===== config.mk =====
export PLATFORM = sky130hd
export DESIGN_NAME = puf_eval_ctrl
export DESIGN_NICKNAME = d
export VERILOG_FILES = /design/src/rtl/puf_eval_ctrl.sv
export SDC_FILE = /design/constraint.sdc
export NUM_CORES = 1
export LEC_CHECK = 0
export ABC_AREA = 1
export BUFFER_PORTS_ARGS = -buffer_cell sky130_fd_sc_hd__buf_2
export CAP_MARGIN = 10
export CORE_UTILIZATION = 54
export DETAILED_ROUTE_END_ITERATION = 10
export GPL_ROUTABILITY_DRIVEN = 0
export GPL_TIMING_DRIVEN = 0
export HOLD_SLACK_MARGIN = 0.1
export PLACE_DENSITY_LB_ADDON = 0.2
export SYNTH_ARGS = -nofsm -noshare
export SYNTH_HDL_FRONTEND = slang
export SYNTH_SLANG_ARGS = --single-unit

===== constraint.sdc =====
create_clock -name clk -period 2.2 [get_ports clk]
set_clock_uncertainty 0.1 [all_clocks]
set_input_delay 0.22 -clock clk [delete_from_list [all_inputs] [get_ports clk]]
set_output_delay 0.22 -clock clk [all_outputs]
set_load 0.01 [all_outputs]

===== src/rtl/puf_eval_ctrl.sv =====
// Sequencing controller for the PUF datapath: collects a challenge frame over RX,
// runs and times the PUF evaluation, and returns the response (plus cycle count in debug mode) over TX.
module puf_eval_ctrl #(
    parameter int       REG_BIT_SIZE = 8,
    parameter int       FRAM_SIZE    = 4,
    parameter int       PUF_LENGTH   = 32,
    parameter int       CNT_BIT_SIZE = 8,
    parameter logic     NORM_MOD     = 1'b0,
    parameter logic     DEBUG_MOD    = 1'b1
) (
    input  logic                    clk,
    input  logic                    rst_n,
    input  logic                    i_start,
    input  logic                    i_op_mode,
    output logic                    o_rx_ready,
    input  logic                    i_rx_valid,
    input  logic [REG_BIT_SIZE-1:0] i_rx_data,
    output logic [PUF_LENGTH-1:0]   o_chal,
    output logic                    o_puf_en,
    input  logic                    i_puf_valid,
    input  logic [REG_BIT_SIZE-1:0] i_puf_resp,
    input  logic                    i_tx_ready,
    output logic [REG_BIT_SIZE-1:0] o_tx_data,
    output logic                    o_tx_valid,
    output logic                    o_busy,
    output logic                    o_timeout
);

    localparam int IDX_W = (FRAM_SIZE > 1) ? $clog2(FRAM_SIZE) : 1;

    typedef enum logic [2:0] {
        IDLE    = 3'd0,
        RX_CHAL = 3'd1,
        EVAL    = 3'd2,
        TX_RESP = 3'd3,
        TX_CNT  = 3'd4
    } state_t;

    state_t                  state_r;
    state_t                  state_s;
    logic [IDX_W-1:0]        idx_r;
    logic [CNT_BIT_SIZE-1:0] cnt_r;
    logic [CNT_BIT_SIZE-1:0] cnt_cap_r;
    logic                    mode_r;

    logic                    rx_acc_s;
    logic                    last_word_s;
    logic                    tx_hs_s;
    logic                    term_s;
    logic                    debug_s;
    logic [CNT_BIT_SIZE+REG_BIT_SIZE-1:0] cnt_ext_s;
    logic [REG_BIT_SIZE-1:0] cnt_word_s;

    // Handshake decodes and the zero-extended/truncated count word
    always_comb begin
        rx_acc_s    = (state_r == RX_CHAL) && i_rx_valid && o_rx_ready;
        last_word_s = (idx_r == IDX_W'(FRAM_SIZE - 1));
        tx_hs_s     = o_tx_valid && i_tx_ready;
        term_s      = (cnt_r == {CNT_BIT_SIZE{1'b1}});
        debug_s     = (mode_r == DEBUG_MOD);
        cnt_ext_s   = {{REG_BIT_SIZE{1'b0}}, cnt_cap_r};
        cnt_word_s  = cnt_ext_s[REG_BIT_SIZE-1:0];
    end

    // Next-state logic
    always_comb begin
        state_s = state_r;
        case (state_r)
            IDLE: begin
                if (i_start) state_s = RX_CHAL;
                else         state_s = IDLE;
            end
            RX_CHAL: begin
                if (rx_acc_s && last_word_s) state_s = EVAL;
                else                         state_s = RX_CHAL;
            end
            EVAL: begin
                // A response in the terminal-count cycle still counts as a response
                if (i_puf_valid || term_s) state_s = TX_RESP;
                else                       state_s = EVAL;
            end
            TX_RESP: begin
                if (tx_hs_s) state_s = debug_s ? TX_CNT : IDLE;
                else         state_s = TX_RESP;
            end
            TX_CNT: begin
                if (tx_hs_s) state_s = IDLE;
                else         state_s = TX_CNT;
            end
            default: state_s = IDLE;
        endcase
    end

    // State register
    always_ff @(posedge clk or negedge rst_n) begin
        if (!rst_n) state_r <= IDLE;
        else        state_r <= state_s;
    end

    // Datapath and registered outputs, decoded from the next state
    always_ff @(posedge clk or negedge rst_n) begin
        if (!rst_n) begin
            o_rx_ready <= 1'b0;
            o_puf_en   <= 1'b0;
            o_tx_valid <= 1'b0;
            o_busy     <= 1'b0;
            o_timeout  <= 1'b0;
            o_chal     <= {PUF_LENGTH{1'b0}};
            o_tx_data  <= {REG_BIT_SIZE{1'b0}};
            idx_r      <= {IDX_W{1'b0}};
            cnt_r      <= {CNT_BIT_SIZE{1'b0}};
            cnt_cap_r  <= {CNT_BIT_SIZE{1'b0}};
            mode_r     <= NORM_MOD;
        end else begin
            o_rx_ready <= (state_s == RX_CHAL);
            o_puf_en   <= (state_s == EVAL);
            o_tx_valid <= (state_s == TX_RESP) || (state_s == TX_CNT);
            o_busy     <= (state_s != IDLE);
            case (state_r)
                IDLE: begin
                    if (i_start) begin
                        mode_r    <= i_op_mode;
                        o_timeout <= 1'b0;
                        idx_r     <= {IDX_W{1'b0}};
                    end
                end
                RX_CHAL: begin
                    cnt_r <= {CNT_BIT_SIZE{1'b0}};
                    if (rx_acc_s) begin
                        o_chal[idx_r*REG_BIT_SIZE +: REG_BIT_SIZE] <= i_rx_data;
                        idx_r <= idx_r + IDX_W'(1);
                    end
                end
                EVAL: begin
                    cnt_r <= cnt_r + CNT_BIT_SIZE'(1);
                    if (i_puf_valid) begin
                        o_tx_data <= i_puf_resp;
                        cnt_cap_r <= cnt_r;
                    end else if (term_s) begin
                        o_timeout <= 1'b1;
                        o_tx_data <= {REG_BIT_SIZE{1'b1}};
                        cnt_cap_r <= cnt_r;
                    end
                end
                TX_RESP: begin
                    if (tx_hs_s && debug_s) o_tx_data <= cnt_word_s;
                end
                TX_CNT: begin
                    cnt_r <= {CNT_BIT_SIZE{1'b0}};
                end
                default: begin
                    idx_r <= {IDX_W{1'b0}};
                end
            endcase
        end
    end

endmodule

==> flow_summary.toml, run 1 <==
[synth]
avgSynthCellArea_sq_um = 8.72
yosysWarnings = 0
synthCells = 369
ys_seq_elements = 67
syn_area_sq_um = 3220
ys_seq_area_share_pct = 52.1
synth_fp_nets = 398
synth_cell_types = 27

[worst_setup_path]
cp.arrival_ps = 2110
reg2reg_slack_ps = 270
r2r-end = "o_chal[6]"
r2r-start = "idx_r[0]"
cp_slowest_stage_delay_ps = 460
crit_required_ps = 2380
cp-start-kind = "flip-flop"
crit_chain = "inv_1, ha_1, nor3_2, nand2_1, a21oi_2"
worstSetupPathType = "reg -> reg"
reg2reg_depth = 5
worstSetupEndpointType = "flip-flop"
crit_slowest_cell = "dfrtp_1"
path_max_fanout = 8

[floorplanning]
start_util_pct = 57.4
core_sq_um = 5610
die-area_sq_um = 6270
die_w_microns = 79.2
die_h_microns = 79.2
ios = 68
rows = 27

[layout]
multi_input_area_sq_um = 1360
ff_latch_area_sq_um = 1680
nFillCells = 450
antenna_cells = 0
utilization_pct = 71.6
areaGrowthSynthToFinish_pct = 24.8
nNetsFinal = 486
layout-drive-gt1-share_pct = 26.2

[hold_path]
hold_end = "o_tx_data[4]"
worstHoldStart = "i_puf_resp[4]"
whs_path_depth = 5
hold_path.class = "in -> reg"

[sta]
hold_viol = 0
drv_slew = 0
fmax_mhz = 519
rsz0062_at_grt = "no"
whs_ps = 124
setup_tns_ps = 0
period_needed_ps = 1930
finalCritPeriodShare_pct = 87.7
relSlewSlack_pct = 44.3
worstMarginPinSlew_ps = 835
setup_violations = 0

[global_route]
grt_first_pass_wirelength_microns = 11900
grt_max_degree = 68
grt_use_met1_pct = 29.8
overflow = 0
grt_usage_pct = 25.0
antenna_found_initial = 0
grt-busiest-layer = "met2"
use_met2_pct = 42.7
grt_pass1_vias = 2668
grtUsageMet3_pct = 4.71

[cts]
max-clock-path-buffers = 2
clock_latency_ps = 350
clkTransAtPathRegs_ps = 70
cts-root-buf = "clkbuf_8"
cts_buffers = 9
post-cts-setup-buffers = 0
cts.sinks = 67
htree_levels = 3
cts_tree = "yes"

[routing]
first_pass_iters = 4
drc = 0
totalWireLength_microns = 7210
avgRoutedWirePerCell_microns = 13.5
via_per_inst = 5.20
drtIter0Drc = 143
vias = 2779
postRouteAntennaNets = 0

[power_and_ir_drop]
seqPwrFrac_pct = 35.4
ir_worst_vdd_mv = 0.671
p_switching_uw = 2010
intPower_uw = 3280
share_comb_of_total_power_pct = 38.8
switching_share_pct = 37.9
p_clk_share_pct = 25.7
pwr_density_cell_nw_per_um2 = 1320
leakage_uw = 0.00201

[run_status]
status = "completed"

[placed_design]
port_buffers = 67
dp_hpwl_microns = 5070

[flow_run]
maxCapViolations = 0
## metal layers
layer  vias to the layer above  share of wire (%)
met4                         0                1.8
met1                      1313                 43
met2                        70                 51
li1                       1384                  -
met3                        12                4.2
met5                         -                  0
## critical path: cells and delay by family, from the launching register on
family	cells	cell delay, ps
simple gates	2	570
compound gates	1	160
buf+inv	1	190
flops	1	460
fa+ha+maj	1	370
## Yosys cell counts
master    instances  area, sq um
a21oi_1          16         80.1
a21oi_2           5         43.8
buf_4             4         30.0
buf_6             4         45.0
clkbuf_1          2         7.51
clkinv_1          1         3.75
dfrtp_1          67         1680
ha_1              6         75.1
inv_1            26         97.6
inv_2             1         3.75
mux2_2            1         11.3
nand2_1         107          402
nand2_2           2         12.5
nand3_1          25          125
nand3_2           2         20.0
nand3_4           1         17.5
nand3b_1          1         7.51
nand4_1           6         37.5
nor2_1           29          109
nor2_2            4         25.0
nor2_4            5         56.3
nor3_1            1         5.00
o21a_1            9         67.6
o21ai_0          35          175
o21ai_2           7         61.3
o21ai_4           1         16.3
o22ai_1           1         6.26
## sequential cells by signal (all words and copies together) (netlist names)
name	cells
o_chal	32
cnt_cap_r	8
cnt_r	8
o_tx_data	8
state_r	3
idx_r	2
debug_s	1
o_busy	1
o_puf_en	1
o_rx_ready	1
o_timeout	1
o_tx_valid	1
## timing repair
item | in CTS | in global routing
gates resized for setup | 0 | 1
endpoints found under the setup margin | 0 | 8
hold buffers | 10 | 0
hold endpoints to repair | 91 | 0
## final cells by class
class	count	share of cell area (%)
clock buffer	9	3.09
inverter	28	2.62
clock inverter	7	3.49
multi-input combinational	264	33.8
buffer	10	2.06
timing repair buffer	77	10.9
sequential	67	41.8
tap	72	2.24
## worst max-delay path by stage
stage / start / end / cells after the start
final: idx_r[0] / o_chal[6] / 5
after global routing: idx_r[0] / o_chal[7] / 5
after CTS: idx_r[0] / o_chal[6] / 5
after detailed placement: idx_r[0] / o_chal[6] / 5
after global placement: idx_r[0] / o_chal[7] / 5
after floorplan: idx_r[0] / o_chal[6] / 5
## placed cells by master (no fill, tap or decap), types with 2 or more instances in the layout
cell / instances
dlygate4sd3_1: 10
o21ai_0: 35
a21oi_1: 16
ha_1: 6
dfrtp_1: 67
nand4_1: 6
nor2_2: 4
o21a_1: 9
clkbuf_1: 2
bufinv_16: 4
nor2_4: 5
nand2_2: 2
buf_2: 66
nand2_1: 107
inv_1: 26
buf_6: 4
nand3_2: 2
o21ai_2: 7
a21oi_2: 5
nor2_1: 29
clkbuf_8: 9
clkinvlp_4: 2
buf_4: 5
nand3_1: 25
## through the flow
stage	std cells	setup WS, ps	cell area, sq um	total power, uW
6_report	534	271	4020	5290
5_1_grt	534	117	4020	5660
4_1_cts	534	43.0	4010	5290
3_5_place_dp	508	64.4	3650	3920
3_3_place_gp	508	102	3640	3850
2_1_floorplan	369	406	3220	3230
## power groups by stage
stage / Sequential (uW) / Combinational [uW] / Clock (uW)
after floorplan: 2060 / 1170 / 0
after global placement: 1880 / 1970 / 0
after detailed placement: 1900 / 2030 / 0
after CTS: 1870 / 2050 / 1370
after global routing: 1920 / 2320 / 1420
final: 1870 / 2050 / 1360
## cell families after synthesis
family	after synthesis	synth area share, %
compound gates	74	14.0
fa+ha+maj	6	2.33
buf+inv	38	5.83
flops	67	52.1
mux	1	0.350
simple gates	183	25.4
Note: power is estimated with default switching activity, not from simulation.
==> run 2, diff against run 1 <==
==> constraint.sdc (replaced) <==
create_clock -name clk -period 2.2 [get_ports clk]
set_clock_uncertainty 0.1 [all_clocks]
set_input_delay 0.44 -clock clk [delete_from_list [all_inputs] [get_ports clk]]
set_output_delay 0.44 -clock clk [all_outputs]
set_load 0.01 [all_outputs]
==> flow_summary.toml, run 2 (synthesized netlist as in run 1, its figures left out) <==
[sta]
period_needed_ps = 1910
setup_violations = 0
setup_tns_ps = 0
relSlewSlack_pct = 44.7
hold_viol = 0
fmax_mhz = 524
drv_slew = 0
worstMarginPinSlew_ps = 829
finalCritPeriodShare_pct = 86.8
rsz0062_at_grt = "no"

[worst_setup_path]
r2r-start = "idx_r[0]"
crit_path_start = "idx_r[0]"
path_max_fanout = 8
cp.arrival_ps = 2090
r2r-end = "o_chal[6]"
crit_slowest_cell = "dfrtp_1"
worstSetupPathType = "reg -> reg"
cp-start-kind = "flip-flop"
crit_required_ps = 2380
reg2reg_depth = 5
worstSetupEndpointType = "flip-flop"
reg2reg_slack_ps = 290
crit_chain = "inv_1, ha_1, nor3_2, nand2_1, a21oi_2"
cp_slowest_stage_delay_ps = 460

[power_and_ir_drop]
share_comb_of_total_power_pct = 38.6
intPower_uw = 3270
p_switching_uw = 2000
ir_worst_vdd_mv = 0.670
switching_share_pct = 37.9
seqPwrFrac_pct = 35.5
pwr_density_cell_nw_per_um2 = 1350
p_clk_share_pct = 25.8
leakage_uw = 0.00196

[global_route]
grt_usage_pct = 24.7
grt_first_pass_wirelength_microns = 11800
grt_pass1_vias = 2616
overflow = 0
grt_max_degree = 68
antenna_found_initial = 0

[cts]
cts_buffers = 9
post-cts-setup-buffers = 0
max-clock-path-buffers = 2
clkTransAtPathRegs_ps = 80
ctsHoldBuffers = 0
cts-root-buf = "clkbuf_8"
clock_latency_ps = 350
ctsResizeCount = 0
cts_tree = "yes"
cts.sinks = 67
htree_levels = 3

[routing]
via_per_inst = 5.29
drtIter0Drc = 145
drc = 0
vias = 2770
first_pass_iters = 4
avgRoutedWirePerCell_microns = 13.6
totalWireLength_microns = 7130
postRouteAntennaNets = 0

[floorplanning]
start_util_pct = 57.4
die_h_microns = 79.2
die_w_microns = 79.2
core_sq_um = 5610
rows = 27
ios = 68
die-area_sq_um = 6270

[layout]
top_register = "o_chal"
multi_input_area_sq_um = 1360
nNetsFinal = 476
areaGrowthSynthToFinish_pct = 21.7
final_common_cell = "nand2_1"
final_cell_mix = "nand2_1, dfrtp_1, buf_2, o21ai_0, nor2_1"
largest_reg_flops = 32
fin_area_sq_um = 3920
layout-drive-gt1-share_pct = 26.8
antenna_cells = 0
nFillCells = 465
ff_latch_area_sq_um = 1680

[run_status]
status = "completed"

[placed_design]
port_buffers = 67
placed_cell_area_sq_um = 3650
dp_hpwl_microns = 5070

[flow_run]
maxCapViolations = 0

[hold_path]
hold_path.class = "in -> async"
## run 2: layer usage
layer | wire [microns] | vias up | track usage [%]
li1 | - | 1366 | -
met1 | 3080 | 1304 | 29.8
met5 | 0 | - | 0
met3 | 311 | 19 | 4.94
met2 | 3530 | 81 | 41.3
met4 | 206 | 0 | 13.6
## run 2: final cells by class
class	instances	share of cell area [%]
sequential	67	42.8
multi-input combinational	264	34.7
timing repair buffer	67	8.63
clock inverter	7	3.58
clock buffer	9	3.16
inverter	28	2.68
tap	72	2.30
buffer	10	2.11
## run 2: worst max-delay path: cells and delay by family (launching register included)
| family | cells | cell delay (ps) |
|---|---|---|
| compound gates | 1 | 160 |
| simple gates | 2 | 560 |
| buf+inv | 1 | 190 |
| flops | 1 | 460 |
| fa+ha+maj | 1 | 370 |
## run 2: power groups by stage
stage	sequential (uW)	combinational, uW	clock (uW)
finish	1870	2040	1360
global route	1920	2300	1420
CTS	1870	2040	1370
detailed placement	1900	2030	0
global placement	1880	1970	0
floorplan	2060	1170	0
## run 2: worst max-delay path by stage
stage	to	cells after the start	slack [ps]
after floorplan	o_chal[6]	5	410
after detailed placement	o_chal[6]	5	60
after global routing	o_chal[7]	5	120
after global placement	o_chal[7]	5	100
after CTS	o_chal[6]	5	40
final	o_chal[6]	5	290
## run 2: per-stage QoR
stage	utilization [%]	hold WS, ps	setup WS, ps	total power [uW]	std cells
2_1_floorplan	-	44.4	406	3230	369
3_3_place_gp	65.0	353	102	3850	508
3_5_place_dp	65.0	355	64.4	3920	508
4_1_cts	69.7	112	43.0	5280	524
5_1_grt	69.8	170	117	5640	524
6_report	69.8	83.3	290	5270	524
==> run 3, diff against run 2 <==
CELL_PAD_IN_SITES_DETAIL_PLACEMENT = 1   (was not set)
CELL_PAD_IN_SITES_GLOBAL_PLACEMENT = 2   (was not set)
CORE_UTILIZATION = 32   (was 54)
==> flow_summary.toml, run 3 (synthesized netlist as in run 1, its figures left out) <==
[floorplanning]
die_h_microns = 102
start_util_pct = 32.9
rows = 36
core_sq_um = 9770
die_w_microns = 102
die-area_sq_um = 10500
ios = 68

[placed_design]
pre_cts_slack_ps = -13.0
dp_hpwl_microns = 6650
place_inst = 570
port_buffers = 67

[cts]
clock_latency_ps = 330
htree_levels = 3
cts.sinks = 67
clkTransAtPathRegs_ps = 80
cts_tree = "yes"
cts_buffers = 9
max-clock-path-buffers = 2
cts-root-buf = "clkbuf_8"
post-cts-setup-buffers = 0

[layout]
largest_reg_flops = 32
antenna_cells = 0
final_cell_mix = "nand2_1, dfrtp_1, buf_2, o21ai_0, nor2_1"
final_cells = 587
layout-drive-gt1-share_pct = 26.9
top_register = "o_chal"
areaGrowthSynthToFinish_pct = 23.1
final_common_cell = "nand2_1"
nNetsFinal = 478

[flow_run]
maxCapViolations = 0

[sta]
rsz0062_at_grt = "no"
finalCritPeriodShare_pct = 88.4
hold_viol = 0
whs_ps = 234
relSlewSlack_pct = 65.5
setup_ws_ps = 255
fmax_mhz = 514
setup_violations = 0
worstMarginPinSlew_ps = 514
period_needed_ps = 1950
drv_slew = 0
setup_tns_ps = 0

[power_and_ir_drop]
leakage_uw = 0.00195
pwr_density_cell_nw_per_um2 = 1270
intPower_uw = 2970
share_comb_of_total_power_pct = 41.6
p_switching_uw = 2070
switching_share_pct = 41.1
p_clk_share_pct = 21.0
seqPwrFrac_pct = 37.5
ir_worst_vdd_mv = 0.390
design_power_total_uw = 5030

[worst_setup_path]
path_max_fanout = 8
worstSetupPathType = "reg -> reg"
cp-start-kind = "flip-flop"
cp_top_family = "simple AND/OR/NAND/NOR gates"
cp.arrival_ps = 2110
crit_chain = "inv_1, ha_1, nor3_2, nand2_1, a21oi_2"
crit_required_ps = 2360
crit_slowest_cell = "dfrtp_1"
worstSetupEndpointType = "flip-flop"
worst-path-buf-inv = 1
cp_slowest_stage_delay_ps = 460

[routing]
first_pass_iters = 4
totalWireLength_microns = 8830
via_per_inst = 4.71
avgRoutedWirePerCell_microns = 15.0
drtIter0Drc = 107
drc = 0
vias = 2766
postRouteAntennaNets = 0

[global_route]
grt_usage_pct = 18.6
grt_max_degree = 42
grt_first_pass_wirelength_microns = 14700
grt_pass1_vias = 2908
antenna_found_initial = 0
overflow = 0

[hold_path]
hold_path.class = "in -> reg"

[run_status]
status = "completed"
==> run 3: final timing paths <==
kind                       cells after the start    startpoint            to  slack [ps]
min reg2reg                                    2  o_tx_data[2]  o_tx_data[2]         380
max reg2reg                                    5      idx_r[0]     o_chal[6]         250
min in group asynchronous                      2         rst_n     o_timeout         470
max in group asynchronous                      3         rst_n     o_chal[6]         980
min                                            2     i_op_mode       debug_s         230
max                                            5      idx_r[0]     o_chal[6]         250
==> run 3: per-stage QoR <==
stage          area, sq um  util, %
2_1_floorplan         3220        -
3_3_place_gp          3720     38.1
3_5_place_dp          3740     38.3
4_1_cts               3960     40.5
5_1_grt               3960     40.5
6_report              3960     40.5
==> run 3: area by class of cell <==
class	count	area (sq um)
Buffer	10	82.6
Clock buffer	10	138
Clock inverter	6	65.1
Fill cell	1223	5810
Inverter	28	105
Multi-Input combinational cell	264	1360
Sequential cell	67	1680
Tap cell	133	166
Timing Repair Buffer	69	368
==> run 3: what timing repair did <==
item                       in CTS  in global routing
hold buffers                    1                  0
resized for setup               1                  0
hold endpoints to repair       26                  0
setup endpoints to repair       7                  0
==> run 3: layer usage <==
metal	part of all wire, %	vias to the layer above	wire length, microns	global-route usage (%)
met5	0	-	0	0
met4	1.1	0	93	6.26
met3	4.0	8	350	3.01
met2	44	57	3840	28.3
met1	51	1338	4540	26.8
li1	-	1363	-	-
==> run 3: power groups by stage <==
stage	logic (uW)	clock network, uW	registers, uW
2_1_floorplan	1170	0	2060
3_3_place_gp	2050	0	1900
3_5_place_dp	2100	0	1920
4_1_cts	2120	1090	1900
5_1_grt	2390	1150	1950
6_report	2090	1060	1890
